### src/rtl/nco_sweep_ctrl.sv
// nco_sweep_ctrl: chirp sequencer stepping the NCO from start to stop with dwell, clamp and hold.
// Define NCO_SWEEP_TRIANGLE_EN for an endless up/down sweep that bounces between both endpoints.
module nco_sweep_ctrl #(
  parameter int STEP_SIZE   = 16,
  parameter int DWELL_WIDTH = 16
) (
  input  logic                   clk,
  input  logic                   rst,
  input  logic [STEP_SIZE-1:0]   cfg_start_step,
  input  logic [STEP_SIZE-1:0]   cfg_stop_step,
  input  logic [STEP_SIZE-1:0]   cfg_delta,
  input  logic [DWELL_WIDTH-1:0] cfg_dwell,
  input  logic                   start,
  input  logic                   abort,
  output logic [STEP_SIZE-1:0]   step,
  output logic                   nco_rst,
  output logic                   busy,
  output logic                   done
);
  typedef enum logic [1:0] {IDLE, SWEEP, HOLD} state_t;
  state_t state, state_nx;
  logic [STEP_SIZE-1:0] start_s, stop_s, delta_s, start_s_nx, stop_s_nx, delta_s_nx, step_nx, nxt;
  logic [DWELL_WIDTH-1:0] dwell_s, dwell_s_nx, dwell_cnt, dwell_cnt_nx;
  logic dir_up, dir_up_nx, nco_rst_nx, busy_nx, done_nx, clamp;
  logic [STEP_SIZE:0] sum, diff;
  // One extra bit catches overflow on the way up and borrow on the way down.
  assign sum   = {1'b0, step} + {1'b0, delta_s};
  assign diff  = {1'b0, step} - {1'b0, delta_s};
  assign clamp = (delta_s == '0) || (dir_up ? (sum >= {1'b0, stop_s})
                                            : (diff[STEP_SIZE] || diff[STEP_SIZE-1:0] <= stop_s));
  assign nxt   = clamp ? stop_s : (dir_up ? sum[STEP_SIZE-1:0] : diff[STEP_SIZE-1:0]);
  always_comb begin
    state_nx     = state;
    start_s_nx   = start_s;
    stop_s_nx    = stop_s;
    delta_s_nx   = delta_s;
    dwell_s_nx   = dwell_s;
    dir_up_nx    = dir_up;
    dwell_cnt_nx = dwell_cnt;
    step_nx      = step;
    nco_rst_nx   = nco_rst;
    busy_nx      = busy;
    done_nx      = 1'b0;
    if (abort) begin
      state_nx     = IDLE;
      step_nx      = '0;
      nco_rst_nx   = 1'b1;
      busy_nx      = 1'b0;
      dwell_cnt_nx = '0;
    end else if (start && state != SWEEP) begin
      state_nx     = SWEEP;
      start_s_nx   = cfg_start_step;
      stop_s_nx    = cfg_stop_step;
      delta_s_nx   = cfg_delta;
      dwell_s_nx   = cfg_dwell;
      dir_up_nx    = cfg_stop_step >= cfg_start_step;
      dwell_cnt_nx = cfg_dwell;
      step_nx      = cfg_start_step;
      nco_rst_nx   = 1'b0;
      busy_nx      = 1'b1;
    end else if (state == SWEEP) begin
      if (dwell_cnt != '0) begin
        dwell_cnt_nx = dwell_cnt - 1'b1;
      end else if (nxt == stop_s) begin
        step_nx = stop_s;
        done_nx = 1'b1;
`ifdef NCO_SWEEP_TRIANGLE_EN
        dwell_cnt_nx = dwell_s;
        start_s_nx   = stop_s;
        stop_s_nx    = start_s;
        dir_up_nx    = ~dir_up;
`else
        busy_nx  = 1'b0;
        state_nx = HOLD;
`endif
      end else begin
        step_nx      = nxt;
        dwell_cnt_nx = dwell_s;
      end
    end
  end
  always_ff @(posedge clk or negedge rst) begin
    if (!rst) begin
      state     <= IDLE;
      start_s   <= '0;
      stop_s    <= '0;
      delta_s   <= '0;
      dwell_s   <= '0;
      dir_up    <= 1'b0;
      dwell_cnt <= '0;
      step      <= '0;
      nco_rst   <= 1'b1;
      busy      <= 1'b0;
      done      <= 1'b0;
    end else begin
      state     <= state_nx;
      start_s   <= start_s_nx;
      stop_s    <= stop_s_nx;
      delta_s   <= delta_s_nx;
      dwell_s   <= dwell_s_nx;
      dir_up    <= dir_up_nx;
      dwell_cnt <= dwell_cnt_nx;
      step      <= step_nx;
      nco_rst   <= nco_rst_nx;
      busy      <= busy_nx;
      done      <= done_nx;
    end
  end
endmodule

### config.mk
export PLATFORM = sky130hd
export DESIGN_NAME = nco_sweep_ctrl
export DESIGN_NICKNAME = d
export VERILOG_FILES = /design/src/rtl/nco_sweep_ctrl.sv
export SDC_FILE = /design/constraint.sdc
export NUM_CORES = 1
export LEC_CHECK = 0
export BUFFER_PORTS_ARGS = -buffer_cell sky130_fd_sc_hd__buf_2
export CAP_MARGIN = 20
export CORE_ASPECT_RATIO = 1.25
export CORE_MARGIN = 4
export CORE_UTILIZATION = 60
export DETAILED_ROUTE_END_ITERATION = 8
export PLACE_DENSITY = 0.89
export SYNTH_ARGS = -nofsm -noshare
export SYNTH_HDL_FRONTEND = slang
export SYNTH_SLANG_ARGS = --single-unit
### constraint.sdc
create_clock -name clk -period 6.7 [get_ports clk]
set_input_delay 1.34 -clock clk [delete_from_list [all_inputs] [get_ports clk]]
set_output_delay 1.34 -clock clk [all_outputs]
set_load 0.01 [all_outputs]
==> results.txt <==
drt pass-1 iters = 8
cts repair resizes = 0
crit path kind = reg2reg
RSZ-0062 raised after global routing = false
switch share = 45.44%
status = finished, final reports clean
initial drt markers = 476
Mapped Cells = 918
clock sinks = 85
CP Capture Type = flip-flop
internal power = 1.591 mW
TNS Setup = 0 ns
Hold Fails Final Rpt = 0
async set-reset flop share out of synthesis = 100.0%
io pins = 87
Die Ht = 134.1 µm
Final Cycle Share = 80.11%
clock root buffer = clkbuf_16
Synth Flop Type = dfrtp_1
CTS tree = yes
post-CTS setup buffer count = 0
post-layout min period = 5.368 ns
WP data required = 6.97 ns
Rel. slew slack = 39.99%
first-pass GRT wire length = 36,440 µm
fill cell count = 1,008
pwr dens = 345.6 mW/mm²
CTS Buffer Depth = 2
Worst-Skew Late Latency = 0.36 ns
Mapped Nets = 1,070
grt ovf = 0
initial antenna violation count = 0
Post-synth EDFFs = 0
Area growth, synth to finish = 10.49%
Post-DP HPWL = 17,070 µm
Distinct cells, synth = 77
Max-cap violations = 0
P_sw = 1.325 mW
count of state elements after synthesis = 85
critical path arrival = 5.64 ns
sequential share of the synthesized area = 27.87%
Leak = 4.028 nW
sequential power share = 24.9%
Max Clk Rate = 186.3 MHz
clock buffer count from CTS = 9
port bufs = 86
Max Slew Vio Count = 0
Via-to-Cell Ratio = 6.283
ant diodes = 0
commonest non-fill, non-tap cell in the layout = nand2_1
H-tree Lvls = 3
actual slew at the worst max-slew pin = 0.9001 ns
VDD IR max = 0.0002368 V
Nets = 1,130
mean post-synth cell area = 8.318 µm²
Non-Filler Instances = 1,147
startpoint types = flip-flop
Logic pwr share = 56.6%
layout cell share with drive strength beyond 1 = 14.14%
hold buffers post-CTS = 0
num rows = 45
vias = 7,207
Yosys Warn Count = 0
Detail Route Antenna Nets = 0
dpl cells = 1,131
Clock Power Share = 18.5%
DRC violations left = 0
Final setup viols = 0
clock skew = 0.01090 ns
synthesized cell area = 0.007636 mm²
largest net degree at the start of global routing = 62
gp weighted congestion = 1.032
CORE AREA = 0.01233 mm²
Clock transition at path regs = 0.07 ns
Die ar. = 0.01461 mm²
Starting Density = 61.93%
CP Max Fanout = 14
Die X = 108.9 µm
WL per Instance = 19.85 µm
GRT Resource Usage Total = 32.19%
vias in the first global route = 7,128
final wirelength = 22,770 µm
commonest cells after routing, fill and taps aside = nand2_1 (142), buf_2 (85), dfrtp_1 (84)
worst hold-check path type = reg2reg
## path summary, 6_finish.rpt
kind | slack, ns | from | cells past startpoint | endpoint
max in group asynchronous | 4.72 | rst | 2 | dwell_s[0]$_DFFE_PN0P_
min in group asynchronous | 0.88 | rst | 1 | delta_s[4]$_DFFE_PN0P_
min reg2reg | 0.47 | dwell_s[14]$_DFFE_PN0P_ | 2 | dwell_s[14]$_DFFE_PN0P_
max reg2reg | 1.33 | delta_s[3]$_DFFE_PN0P_ | 18 | step[4]$_DFFE_PN0P_
min | 0.47 | dwell_s[14]$_DFFE_PN0P_ | 2 | dwell_s[14]$_DFFE_PN0P_
max | 1.33 | delta_s[3]$_DFFE_PN0P_ | 18 | step[4]$_DFFE_PN0P_
## kinds of logic after synthesis
group | Yosys count | share of synthesized area (%)
AND/OR/NAND/NOR | 278 | 16.78
AO/OA/AOI/OAI | 255 | 22.25
buffers and inverters | 117 | 6.407
flip-flops | 85 | 27.87
adder cells (fa/ha/maj) | 84 | 13.96
XOR/XNOR | 61 | 7.455
multiplexers | 38 | 5.276
## flip-flops by register name (all words and copies together), names as in the netlist
| signal | count |
|---|---|
| nco_rst | 1 |
| done | 1 |
| state | 2 |
| delta_s | 16 |
| dir_up | 1 |
| dwell_s | 16 |
| stop_s | 16 |
| step | 16 |
| dwell_cnt | 16 |
## metrics by stage
stage | util [%] | total power [mW] | setup WS [ns] | hold WS (ns) | instance area (µm²)
after floorplan | - | 1.960 | 2.534 | 0.4404 | 7636
after global placement | 65.84 | 2.302 | 1.533 | 0.4519 | 8119
after detailed placement | 65.84 | 2.330 | 1.494 | 0.4576 | 8119
after CTS | 68.42 | 2.887 | 1.461 | 0.4748 | 8437
after global routing | 68.42 | 3.120 | 0.9884 | 0.5096 | 8437
final | 68.42 | 2.916 | 1.332 | 0.4744 | 8437
## final cells by class
class                   instances  area (µm²)  area share [%]
clock buffers                   9       225.2           2.669
clock inverters                 7       92.59           1.097
inverters                      73       274.0           3.248
multi-input cells             716        5026           59.57
flip-flops and latches         85        2128           25.23
well taps                     164       205.2           2.432
repair buffers                 93       485.5           5.754
## critical path, cell delays in order, from the launching register on
cell	delay, ns
dfrtp_1	0.43
inv_1	0.08
ha_1	0.64
o211ai_1	0.22
a21oi_1	0.30
o2111ai_1	0.25
a31oi_1	0.44
xor2_1	0.17
ha_1	0.33
nand4_1	0.07
nor3_1	0.21
o21ai_0	0.12
nor3b_1	0.15
a211o_1	0.26
o32ai_4	0.19
a21boi_2	0.50
buf_4	0.34
mux2_1	0.34
a211oi_1	0.22
## synthesized netlist by cell type, types with 4 or more instances
cell | instances | area share (%)
a211oi_1 | 19 | 1.9
a211oi_2 | 4 | 0.66
a21o_1 | 17 | 1.7
a21oi_1 | 52 | 3.4
a22oi_1 | 4 | 0.39
a31oi_1 | 6 | 0.49
buf_2 | 9 | 0.59
clkbuf_1 | 27 | 1.3
dfrtp_1 | 84 | 28
ha_1 | 82 | 13
inv_1 | 70 | 3.4
mux2_1 | 13 | 1.9
mux2_2 | 5 | 0.74
mux2i_1 | 20 | 2.6
nand2_1 | 142 | 7.0
nand2b_1 | 14 | 1.1
nand3_1 | 7 | 0.46
nand4_1 | 11 | 0.90
nor2_1 | 44 | 2.2
nor2b_1 | 9 | 0.74
nor3_1 | 14 | 0.92
nor4_1 | 13 | 1.1
o211ai_1 | 14 | 1.4
o21a_1 | 6 | 0.59
o21ai_0 | 68 | 4.5
o21ai_1 | 7 | 0.46
o22ai_1 | 16 | 1.3
o31a_1 | 4 | 0.46
o31ai_1 | 4 | 0.39
or3_1 | 7 | 0.57
xnor2_1 | 48 | 5.5
xor2_1 | 10 | 1.1
## layer usage
metal  vias up  GRT usage (%)  routed length [µm]
met2       374          52.19               10900
met1      3365          40.24                8839
met5         -              0                   0
met3        90          4.670                1757
met4         0          19.23                1278
li1       3378              -                   -
## power by group through the flow
stage               sequential, mW  combinational (mW)  clock (mW)
detailed placement           0.731                1.60           0
global placement             0.724                1.58           0
floorplan                    0.698                1.26           0
CTS                          0.722                1.62       0.543
finish                       0.726                1.65       0.540
global route                 0.738                1.82       0.564
(Power assumes the default switching activity.)
